**config.mk**
```make
export PLATFORM = sky130hd
export DESIGN_NAME = load_sequencer_flat
export DESIGN_NICKNAME = d
export VERILOG_FILES = /design/src/rtl/load_sequencer_if.sv /design/src/rtl/load_sequencer.sv /design/src/flat_wrapper.sv
export SDC_FILE = /design/constraint.sdc
export NUM_CORES = 1
export LEC_CHECK = 0
export CAP_MARGIN = 20
export CORE_ASPECT_RATIO = 0.5
export CORE_UTILIZATION = 30
export CTS_CLUSTER_DIAMETER = 30
export DETAILED_ROUTE_END_ITERATION = 10
export GPL_TIMING_DRIVEN = 0
export SLEW_MARGIN = 20
export SYNTH_ARGS = -nofsm -noshare
export SYNTH_HDL_FRONTEND = slang
export SYNTH_SLANG_ARGS = --single-unit
```
**constraint.sdc**
```tcl
create_clock -name clk -period 6.4 [get_ports clk]
set_input_delay 1.28 -clock clk [delete_from_list [all_inputs] [get_ports clk]]
set_output_delay 1.28 -clock clk [all_outputs]
set_load 0.01 [all_outputs]
```
**src/rtl/load_sequencer_if.sv**
```systemverilog
// Shadow-table configuration bus for load_sequencer: segment writes and the commit request.
interface load_sequencer_if #(
    parameter int CNT_W = 16
);
    logic             cfg_we;
    logic [1:0]       cfg_addr;
    logic [5:0]       cfg_load;
    logic [CNT_W-1:0] cfg_dwell;
    logic             cfg_commit;

    modport master (output cfg_we, cfg_addr, cfg_load, cfg_dwell, cfg_commit);
    modport slave  (input  cfg_we, cfg_addr, cfg_load, cfg_dwell, cfg_commit);
endinterface

```
**src/rtl/load_sequencer.sv**
```systemverilog
// Periodic load sequencer: steps a 4-segment {load, dwell} table and requests commutation.
// Optional macro SEQ_SKIP_SAME_EN suppresses start when a segment's load is already driven.
module load_sequencer #(
    parameter int CNT_W = 16
) (
    input  logic             clk,
    input  logic             rst,
    input  logic             en,
    load_sequencer_if.slave  cfg,
    input  logic             short_in,
    input  logic             fault_clr,
    output logic [5:0]       desired_load,
    output logic             start,
    output logic [1:0]       seg_idx,
    output logic             period_tick,
    output logic             fault
);
    // state    | meaning
    // ST_IDLE  | outputs NUL, waiting for en and a non-empty active table
    // ST_RUN   | stepping segments, wrapping periodically
    // ST_DRAIN | en dropped, finishing the current period then NUL
    // ST_FAULT | short seen, outputs NUL until fault_clr with short_in low
    localparam logic [1:0] ST_IDLE  = 2'd0;
    localparam logic [1:0] ST_RUN   = 2'd1;
    localparam logic [1:0] ST_DRAIN = 2'd2;
    localparam logic [1:0] ST_FAULT = 2'd3;

    logic [1:0]       state_q, state_d;
    logic [5:0]       sh_load_q   [4];
    logic [5:0]       sh_load_d   [4];
    logic [CNT_W-1:0] sh_dwell_q  [4];
    logic [CNT_W-1:0] sh_dwell_d  [4];
    logic [5:0]       act_load_q  [4];
    logic [5:0]       act_load_d  [4];
    logic [CNT_W-1:0] act_dwell_q [4];
    logic [CNT_W-1:0] act_dwell_d [4];
    logic [CNT_W-1:0] cnt_q, cnt_d;
    logic [1:0]       seg_q, seg_d;
    logic [5:0]       load_q, load_d;
    logic             start_q, start_d;
    logic             tick_q, tick_d;
    logic             fault_q, fault_d;
    logic             pend_q, pend_d;

    logic [3:0]       act_nz, sh_nz;
    logic [2:0]       act_first, act_next, sh_first;
    logic             enter, ent_sh;
    logic [1:0]       ent_idx;
    logic [5:0]       ent_load;
    logic [CNT_W-1:0] ent_dwell;

    // {found, index} of the first non-empty segment at or after 'from', with wrap
    function automatic logic [2:0] find_nz(input logic [3:0] nz, input logic [1:0] from);
        logic [2:0] res;
        logic [1:0] idx;
        res = 3'b000;
        for (int k = 0; k < 4; k++) begin
            idx = from + 2'(k);
            if (!res[2] && nz[idx]) res = {1'b1, idx};
        end
        return res;
    endfunction

    always_comb begin
        for (int i = 0; i < 4; i++) begin
            act_nz[i] = |act_dwell_q[i];
            sh_nz[i]  = |sh_dwell_q[i];
        end
    end

    assign act_first = find_nz(act_nz, 2'd0);
    assign act_next  = find_nz(act_nz, seg_q + 2'd1);
    assign sh_first  = find_nz(sh_nz, 2'd0);

    always_comb begin
        state_d     = state_q;
        cnt_d       = cnt_q;
        seg_d       = seg_q;
        load_d      = load_q;
        start_d     = 1'b0;
        tick_d      = 1'b0;
        fault_d     = fault_q;
        pend_d      = pend_q;
        sh_load_d   = sh_load_q;
        sh_dwell_d  = sh_dwell_q;
        act_load_d  = act_load_q;
        act_dwell_d = act_dwell_q;
        enter       = 1'b0;
        ent_sh      = 1'b0;
        ent_idx     = 2'd0;
        ent_load    = '0;
        ent_dwell   = '0;

        if (cfg.cfg_we) begin
            sh_load_d[cfg.cfg_addr]  = cfg.cfg_load;
            sh_dwell_d[cfg.cfg_addr] = cfg.cfg_dwell;
        end

        if (short_in) begin
            state_d = ST_FAULT;
            fault_d = 1'b1;
            load_d  = '0;
            seg_d   = '0;
            cnt_d   = '0;
            pend_d  = 1'b0;
        end else begin
            case (state_q)
                ST_IDLE: begin
                    if (cfg.cfg_commit) begin
                        act_load_d  = sh_load_q;
                        act_dwell_d = sh_dwell_q;
                    end
                    pend_d = 1'b0;
                    if (en && act_first[2]) begin
                        state_d = ST_RUN;
                        enter   = 1'b1;
                        ent_idx = act_first[1:0];
                    end
                end
                ST_FAULT: begin
                    if (cfg.cfg_commit) begin
                        act_load_d  = sh_load_q;
                        act_dwell_d = sh_dwell_q;
                    end
                    if (fault_clr) begin
                        state_d = ST_IDLE;
                        fault_d = 1'b0;
                    end
                end
                default: begin
                    state_d = en ? ST_RUN : ST_DRAIN;
                    if (cnt_q != '0) begin
                        cnt_d = cnt_q - CNT_W'(1);
                        if (cfg.cfg_commit) pend_d = 1'b1;
                    end else if (act_next[2] && (act_next[1:0] > seg_q)) begin
                        enter   = 1'b1;
                        ent_idx = act_next[1:0];
                        if (cfg.cfg_commit) pend_d = 1'b1;
                    end else begin
                        // period wrap: a pending or same-cycle commit swaps tables here
                        if (pend_q || cfg.cfg_commit) begin
                            act_load_d  = sh_load_q;
                            act_dwell_d = sh_dwell_q;
                            ent_sh      = 1'b1;
                        end
                        pend_d = 1'b0;
                        if (en && (ent_sh ? sh_first[2] : act_first[2])) begin
                            enter   = 1'b1;
                            tick_d  = 1'b1;
                            ent_idx = ent_sh ? sh_first[1:0] : act_first[1:0];
                        end else begin
                            state_d = ST_IDLE;
                            load_d  = '0;
                            seg_d   = '0;
                            start_d = 1'b1;
                        end
                    end
                end
            endcase
        end

        if (enter) begin
            ent_load  = ent_sh ? sh_load_q[ent_idx]  : act_load_q[ent_idx];
            ent_dwell = ent_sh ? sh_dwell_q[ent_idx] : act_dwell_q[ent_idx];
            seg_d     = ent_idx;
            load_d    = ent_load;
            cnt_d     = ent_dwell - CNT_W'(1);
`ifdef SEQ_SKIP_SAME_EN
            start_d   = (ent_load != load_q);
`else
            start_d   = 1'b1;
`endif
        end
    end

    always_ff @(posedge clk or negedge rst) begin
        if (!rst) begin
            state_q <= ST_IDLE;
            cnt_q   <= '0;
            seg_q   <= '0;
            load_q  <= '0;
            start_q <= 1'b0;
            tick_q  <= 1'b0;
            fault_q <= 1'b0;
            pend_q  <= 1'b0;
            for (int i = 0; i < 4; i++) begin
                sh_load_q[i]   <= '0;
                sh_dwell_q[i]  <= '0;
                act_load_q[i]  <= '0;
                act_dwell_q[i] <= '0;
            end
        end else begin
            state_q     <= state_d;
            cnt_q       <= cnt_d;
            seg_q       <= seg_d;
            load_q      <= load_d;
            start_q     <= start_d;
            tick_q      <= tick_d;
            fault_q     <= fault_d;
            pend_q      <= pend_d;
            sh_load_q   <= sh_load_d;
            sh_dwell_q  <= sh_dwell_d;
            act_load_q  <= act_load_d;
            act_dwell_q <= act_dwell_d;
        end
    end

    assign desired_load = load_q;
    assign start        = start_q;
    assign seg_idx      = seg_q;
    assign period_tick  = tick_q;
    assign fault        = fault_q;
endmodule

```
**src/flat_wrapper.sv**
```systemverilog
// flat-port wrapper written by rule: the top's interface ports become plain ports
module load_sequencer_flat 
#(
    parameter int CNT_W = 16
)
  (clk, rst, en, short_in, fault_clr, desired_load, start, seg_idx, period_tick, fault, cfg_cfg_we, cfg_cfg_addr, cfg_cfg_load, cfg_cfg_dwell, cfg_cfg_commit);
  load_sequencer_if #(.CNT_W(CNT_W)) cfg_i ();
  input  logic clk;
  input  logic rst;
  input  logic en;
  input  logic short_in;
  input  logic fault_clr;
  output logic [5:0] desired_load;
  output logic start;
  output logic [1:0] seg_idx;
  output logic period_tick;
  output logic fault;
  input wire logic [$bits(cfg_i.cfg_we)-1:0] cfg_cfg_we;
  input wire logic [$bits(cfg_i.cfg_addr)-1:0] cfg_cfg_addr;
  input wire logic [$bits(cfg_i.cfg_load)-1:0] cfg_cfg_load;
  input wire logic [$bits(cfg_i.cfg_dwell)-1:0] cfg_cfg_dwell;
  input wire logic [$bits(cfg_i.cfg_commit)-1:0] cfg_cfg_commit;
  assign cfg_i.cfg_we = cfg_cfg_we;
  assign cfg_i.cfg_addr = cfg_cfg_addr;
  assign cfg_i.cfg_load = cfg_cfg_load;
  assign cfg_i.cfg_dwell = cfg_cfg_dwell;
  assign cfg_i.cfg_commit = cfg_cfg_commit;
  load_sequencer #(.CNT_W(CNT_W)) u_core (.clk(clk), .rst(rst), .en(en), .cfg(cfg_i), .short_in(short_in), .fault_clr(fault_clr), .desired_load(desired_load), .start(start), .seg_idx(seg_idx), .period_tick(period_tick), .fault(fault));
endmodule
```
==> reports/qor.csv, run 1 <==
metric,value,unit
status,"complete, no violations",
initial antenna violation count,0,
diode count,0,
Residual DRC,0,
Root Driver,clkbuf_16,
final WL,34600,um
pre-CTS setup slack,-0.291,ns
GRT Total Usage,0.187,
layout cell share with drive strength beyond 1,0.281,
worst-path maximum fanout,8,
total of max-cap violations,0,
crit path kind,reg2reg,
Fin. Hold Viols,0,
crit share post-route,0.940,
largest net degree at the start of global routing,98,
gpl congestion,0.922,
synthesized netlist cell count,1008,
CTS tree,yes,
core area,0.0360,mm^2
IO Count,42,
xor/xnor share of the synthesized area,0.00717,
vias in the first global route,8807,
Final setup violation count,0,
relative slew slack,0.309,
"Net Count, Synth",1045,
Worst Path Arrival,6.40,ns
IO Port Bufs,41,
number of synthesized flops with an enable pin,0,
"Data required, critical path",6.78,ns
pwr/cell area,546,mW/mm^2
crit path launch type,register,
Final Max Tran Viols,0,
post-synthesis simple-gate area fraction,0.173,
Post-DP Area,0.0121,mm^2
H-Tree Depth,2,
Initial Util,0.305,
antenna-violating nets left,0,
DR iter-0 viols,835,
top sig layer,met4,
sum of negative setup slack,0,ns
Die H,137,um
Worst Skew,0.0286,ns
Hold Buf Count CTS,0,
hold crit path type,reg2reg,
Clock Latency Late Sink,0.54,ns
Final WS setup,0.381,ns
Final Cell Area,0.0135,mm^2
Synth Cell Area,0.0110,mm^2
synth warn,0,
Post-DP HPWL,25200,um
nets,1132,
Pleak,5.46,nW
#FFs+latches synth,206,
metal3 WL,2600,um
"Primary FF master, synth",dfrtp_1,
CTS Buf Count,39,
fmax,0.166,GHz
average size of a mapped cell,10.9,um^2
GR Overflow Total,0,
VDD IR max,0.205,mV
area grow syn2layout,22.8,%
# clock sinks,206,
post-synthesis mux area share,0.207,
DIE AREA,0.0374,mm^2
total number of vias,8879,
Synth Area in Adders,0.00683,
Worst-path clk slew,0.05,ns
Met1 Wirelength,15000,um
Worst Setup End Kind,register,
clock buffer depth,3,
Via density,5.52,
largest family of logic cells by synthesized area,multiplexers,
post-synthesis sequential area ratio,0.469,
WL met2,15800,um
first-pass GRT wire length,52900,um
post-synthesis compound-gate area fraction,0.112,
die width,273,um
first drt pass iteration count,7,
row cnt,49,
measured slew at the worst slew-check pin,1.04,ns
wire per inst,21.5,um
Period minus WS final,6.02,ns
post-synth cell types,82,
RSZ-0062 raised after global routing,no,
Synth async-reset ratio,1.00,
[metal layers]
layer | GRT usage | up-vias
met5 | 0 | -
li1 | - | 3971
met4 | 0.0852 | 0
met3 | 0.0488 | 86
met2 | 0.299 | 378
met1 | 0.239 | 4444
[registers in the layout, indices dropped and copies added, names as in the netlist]
signal               count
u_core.state_q           2
u_core.start             1
u_core.sh_dwell_q       64
u_core.seg_idx           2
u_core.pend_q            1
u_core.act_load_q       24
u_core.period_tick       1
u_core.cnt_q            16
u_core.fault             1
u_core.sh_load_q        24
u_core.act_dwell_q      64
u_core.desired_load      6
[cells by family after synthesis]
group | after synthesis
flip-flops | 206
XOR/XNOR | 9
AND/OR/NAND/NOR | 350
AO/OA/AOI/OAI | 168
adder cells (fa/ha/maj) | 6
buffers and inverters | 65
multiplexers | 204
[layout make-up]
class / count / area [um^2]
Multi-Input combinational cell: 737 / 5610
Timing Repair Buffer: 46 / 493
Sequential cell: 206 / 5150
Fill cell: 3490 / 22500
Tap cell: 484 / 606
Inverter: 14 / 52.6
Clock inverter: 21 / 293
Clock buffer: 49 / 1060
Buffer: 51 / 226
[cell usage after synthesis, types with 5 or more instances]
| library cell | number | area share |
|---|---|---|
| dfrtp_1 | 206 | 0.47 |
| mux2_2 | 180 | 0.18 |
| nand2_1 | 124 | 0.042 |
| nand3_1 | 51 | 0.023 |
| nor2_1 | 37 | 0.013 |
| nor4_1 | 31 | 0.018 |
| o21ai_0 | 31 | 0.014 |
| a21oi_1 | 28 | 0.013 |
| clkbuf_1 | 28 | 0.0096 |
| mux2i_1 | 22 | 0.020 |
| nor3_1 | 17 | 0.0077 |
| and3_1 | 15 | 0.0085 |
| buf_1 | 13 | 0.0044 |
| inv_1 | 13 | 0.0044 |
| o22ai_1 | 13 | 0.0074 |
| nand4_1 | 9 | 0.0051 |
| nor4_2 | 9 | 0.010 |
| a22o_1 | 8 | 0.0064 |
| o211ai_1 | 8 | 0.0055 |
| a31oi_1 | 7 | 0.0040 |
| buf_2 | 7 | 0.0032 |
| or2_2 | 7 | 0.0040 |
| xnor2_1 | 7 | 0.0056 |
| and4_1 | 6 | 0.0048 |
| ha_1 | 6 | 0.0068 |
| nor2b_1 | 6 | 0.0034 |
| o22a_1 | 6 | 0.0048 |
| or4_1 | 6 | 0.0041 |
| a211oi_1 | 5 | 0.0034 |
| a21oi_2 | 5 | 0.0040 |
| and2_1 | 5 | 0.0028 |
| nand2b_1 | 5 | 0.0028 |
| o221ai_1 | 5 | 0.0040 |
| or3_1 | 5 | 0.0028 |
[repair_timing]
item                       CTS  global route
resized for setup            2             6
hold endpoints to repair     0             0
setup endpoints to repair    3            10
pin swaps                    0             1
setup buffers                0             3
[where the power goes]
group,leakage [nW],internal [mW],switching (mW)
Clock,0.650,1.39,0.727
Combinational,2.32,1.26,1.78
Sequential,2.49,1.77,0.447
[stage by stage]
stage	hold WS (ns)	power [mW]	cells	util
floorplan	0.479	4.21	1008	-
global placement	0.466	5.10	1533	0.334
detailed placement	0.483	5.17	1535	0.335
CTS	0.494	7.33	1605	0.373
global route	0.516	7.78	1608	0.375
finish	0.490	7.37	1608	0.375
[worst paths after layout]
kind                                                    startpoint  slack, ns                                to  cells after the start
min in group asynchronous                                      rst       0.68      u_core.cnt_q[11]$_DFFE_PN0P_                      1
max in group asynchronous                                      rst       4.88  u_core.act_load_q[5]$_DFFE_PN0P_                      2
worst min-delay path                      u_core.fault$_DFFE_PN0P_       0.49          u_core.fault$_DFFE_PN0P_                      2
worst min register to register            u_core.fault$_DFFE_PN0P_       0.49          u_core.fault$_DFFE_PN0P_                      2
worst max-delay path            u_core.act_dwell_q[10]$_DFFE_PN0P_       0.38       u_core.cnt_q[6]$_DFFE_PN0P_                     22
worst max register to register  u_core.act_dwell_q[10]$_DFFE_PN0P_       0.38       u_core.cnt_q[6]$_DFFE_PN0P_                     22
[worst max-delay path: stages (launching register included)]
cell      delay (ns)
dfrtp_1         0.44
nor4_4          0.45
and4_1          0.25
clkbuf_1        0.22
o22ai_1         0.11
o21ai_0         0.37
inv_1           0.08
ha_1            0.29
nor2b_1         0.14
o21a_1          0.16
buf_2           0.19
a21oi_1         0.26
nand2_1         0.27
nor2_1          0.66
a22oi_1         0.19
and3_1          0.32
inv_1           0.11
ha_1            0.15
inv_1           0.09
or4_1           0.56
xnor2_1         0.16
a222oi_1        0.31
nor2_1          0.07
[placed cells by master (no fill, tap or decap), types with 15 or more instances in the layout]
cell | netlist | routed
mux2i_1 | 22 | 22
nor3_1 | 17 | 16
mux2_2 | 180 | 180
and3_1 | 15 | 15
nor4_1 | 31 | 28
nand2_1 | 124 | 124
clkbuf_1 | 28 | 33
nand3_1 | 51 | 51
dfrtp_1 | 206 | 206
clkdlybuf4s50_1 | 0 | 40
o21ai_0 | 31 | 31
a21oi_1 | 28 | 28
clkbuf_16 | 0 | 39
nor2_1 | 37 | 36
Note: power is estimated with default switching activity, not from simulation.
==> run 2: changes to the inputs <==
CELL_PAD_IN_SITES_DETAIL_PLACEMENT = 1   (was default)
CELL_PAD_IN_SITES_GLOBAL_PLACEMENT = 1   (was default)
PLACE_DENSITY_LB_ADDON = 0.1   (was default)
==> reports/qor.csv, run 2 (synthesis results as in run 1) <==
metric,value,unit
clock power share,0.290,
CTS tree,yes,
Flop pwr share,0.293,
Post-DP HPWL,29300,um
IO Port Bufs,41,
Sw Pwr,3.16,mW
CTS Buf Count,40,
"non-filler cells, final",1611,
most frequent cells in the layout,"dfrtp_1, mux2_2, nand2_1, nand3_1",
R2R setup slack,0.38,ns
Via density,5.44,
vias in the first global route,9277,
die width,273,um
relative slew slack,0.251,
row cnt,49,
hold crit path type,reg2reg,
worst-path maximum fanout,10,
Worst Path Arrival,6.47,ns
Final Max Tran Viols,0,
Clock Latency Late Sink,0.55,ns
clock buffer depth,3,
Final setup violation count,0,
Period minus WS final,6.02,ns
Worst Setup End Kind,register,
"leading cell type in the layout, fill and taps excluded",dfrtp_1,
status,"complete, no violations",
Root Driver,clkbuf_16,
Switching Share,0.417,
Gate power share,0.417,
final WL,39800,um
fillers,3928,
Die H,137,um
VDD IR max,0.181,mV
fmax,0.166,GHz
Worst Skew,0.0263,ns
GRT Total Usage,0.219,
layout cell share with drive strength beyond 1,0.288,
area of the multi-input gates,0.00561,mm^2
crit path kind,reg2reg,
Worst-path clk slew,0.05,ns
first-pass GRT wire length,60700,um
Hold Buf Count CTS,0,
sum of negative setup slack,0,ns
core area,0.0360,mm^2
area grow syn2layout,23.3,%
largest registers,"u_core.act_dwell_q x64, u_core.sh_dwell_q x64",
nets,1134,
gpl congestion,0.865,
RSZ-0062 raised after global routing,no,
GR Overflow Total,0,
Cells after DPL,1535,
total number of vias,8768,
H-Tree Depth,2,
Cell Int Power,4.42,mW
diode count,0,
Seq. cell area,0.00515,mm^2
antenna-violating nets left,0,
wire per inst,24.7,um
total of max-cap violations,0,
IO Count,42,
DIE AREA,0.0374,mm^2
first drt pass iteration count,4,
DR iter-0 viols,599,
initial antenna violation count,1,
Residual DRC,0,
crit path launch type,register,
# clock sinks,206,
measured slew at the worst slew-check pin,1.12,ns
pwr/cell area,559,mW/mm^2
largest net degree at the start of global routing,88,
"Data required, critical path",6.85,ns
Fin. Hold Viols,0,
crit share post-route,0.941,
Pleak,5.49,nW
Initial Util,0.305,
## run 2: changes by cell type in the layout (fill, tap and decap cells not counted), sizes merged
cell	delta
buf	+1
inv	+10
clkbuf	-2
clkinv	-5
bufinv	-1
## run 2: power groups by stage
stage / combinational [mW] / clock, mW / sequential [mW]
floorplan: 2.16 / 0 / 2.05
detailed placement: 3.09 / 0 / 2.23
global route: 3.43 / 2.30 / 2.29
global placement: 3.04 / 0 / 2.22
CTS: 3.12 / 2.24 / 2.21
finish: 3.16 / 2.20 / 2.22
## run 2: metal layers
metal  global-route usage  share of wire  up-vias
li1                     -              -     3977
met1                0.317           0.50     4560
met2                0.335           0.43      183
met5                    0              0        -
met4               0.0506          0.016        0
met3               0.0430          0.050       48
## run 2: cell type report
| type | count | share of cell area |
|---|---|---|
| Clock buffer | 47 | 0.0787 |
| Inverter | 14 | 0.00388 |
| Multi-Input combinational cell | 737 | 0.414 |
| Timing Repair Buffer | 47 | 0.0369 |
| Buffer | 51 | 0.0169 |
| Sequential cell | 206 | 0.380 |
| Clock inverter | 25 | 0.0244 |
| Tap cell | 484 | 0.0447 |
## run 2: what timing repair did
| item | CTS | global route |
|---|---|---|
| endpoints found under the setup margin | 7 | 8 |
| pin swaps | 0 | 2 |
| buffers inserted | 0 | 4 |
| gates resized for setup | 3 | 13 |
## run 2: final timing paths
path | from | end | depth (start not counted)
max reg2reg | u_core.act_dwell_q[1]$_DFFE_PN0P_ | u_core.cnt_q[15]$_DFFE_PN0P_ | 19
max | u_core.act_dwell_q[1]$_DFFE_PN0P_ | u_core.cnt_q[15]$_DFFE_PN0P_ | 19
min in group asynchronous | rst | u_core.cnt_q[6]$_DFFE_PN0P_ | 1
min reg2reg | u_core.act_load_q[2]$_DFFE_PN0P_ | u_core.act_load_q[2]$_DFFE_PN0P_ | 1
max in group asynchronous | rst | u_core.sh_load_q[10]$_DFFE_PN0P_ | 3
min | u_core.act_load_q[2]$_DFFE_PN0P_ | u_core.act_load_q[2]$_DFFE_PN0P_ | 1
## run 2: critical path: stages, from the launching register on
cell,delay (ns)
dfrtp_1,0.40
nor4_1,0.55
and4_1,0.28
clkbuf_1,0.23
o22ai_1,0.12
o21ai_1,0.32
inv_1,0.08
ha_1,0.29
nor2b_1,0.15
o21ai_0,0.32
o21ai_1,0.18
or4_1,0.60
nand3_2,0.34
buf_2,0.32
buf_2,0.31
buf_1,0.54
nand2_1,0.11
a311oi_1,0.30
o21ai_1,0.26
o22ai_1,0.24
## run 2: metrics by stage
stage / cell area (um^2) / power, mW / worst slack, ns / utilization / hold WS [ns]
final: 13600 / 7.58 / 0.379 / 0.377 / 0.505
after floorplan: 11000 / 4.21 / 1.43 / - / 0.479
after global placement: 12000 / 5.25 / -5.08 / 0.334 / 0.488
after detailed placement: 12100 / 5.32 / -0.506 / 0.335 / 0.495
after CTS: 13500 / 7.57 / 0.0807 / 0.375 / 0.507
after global routing: 13600 / 8.03 / 0.0426 / 0.377 / 0.522
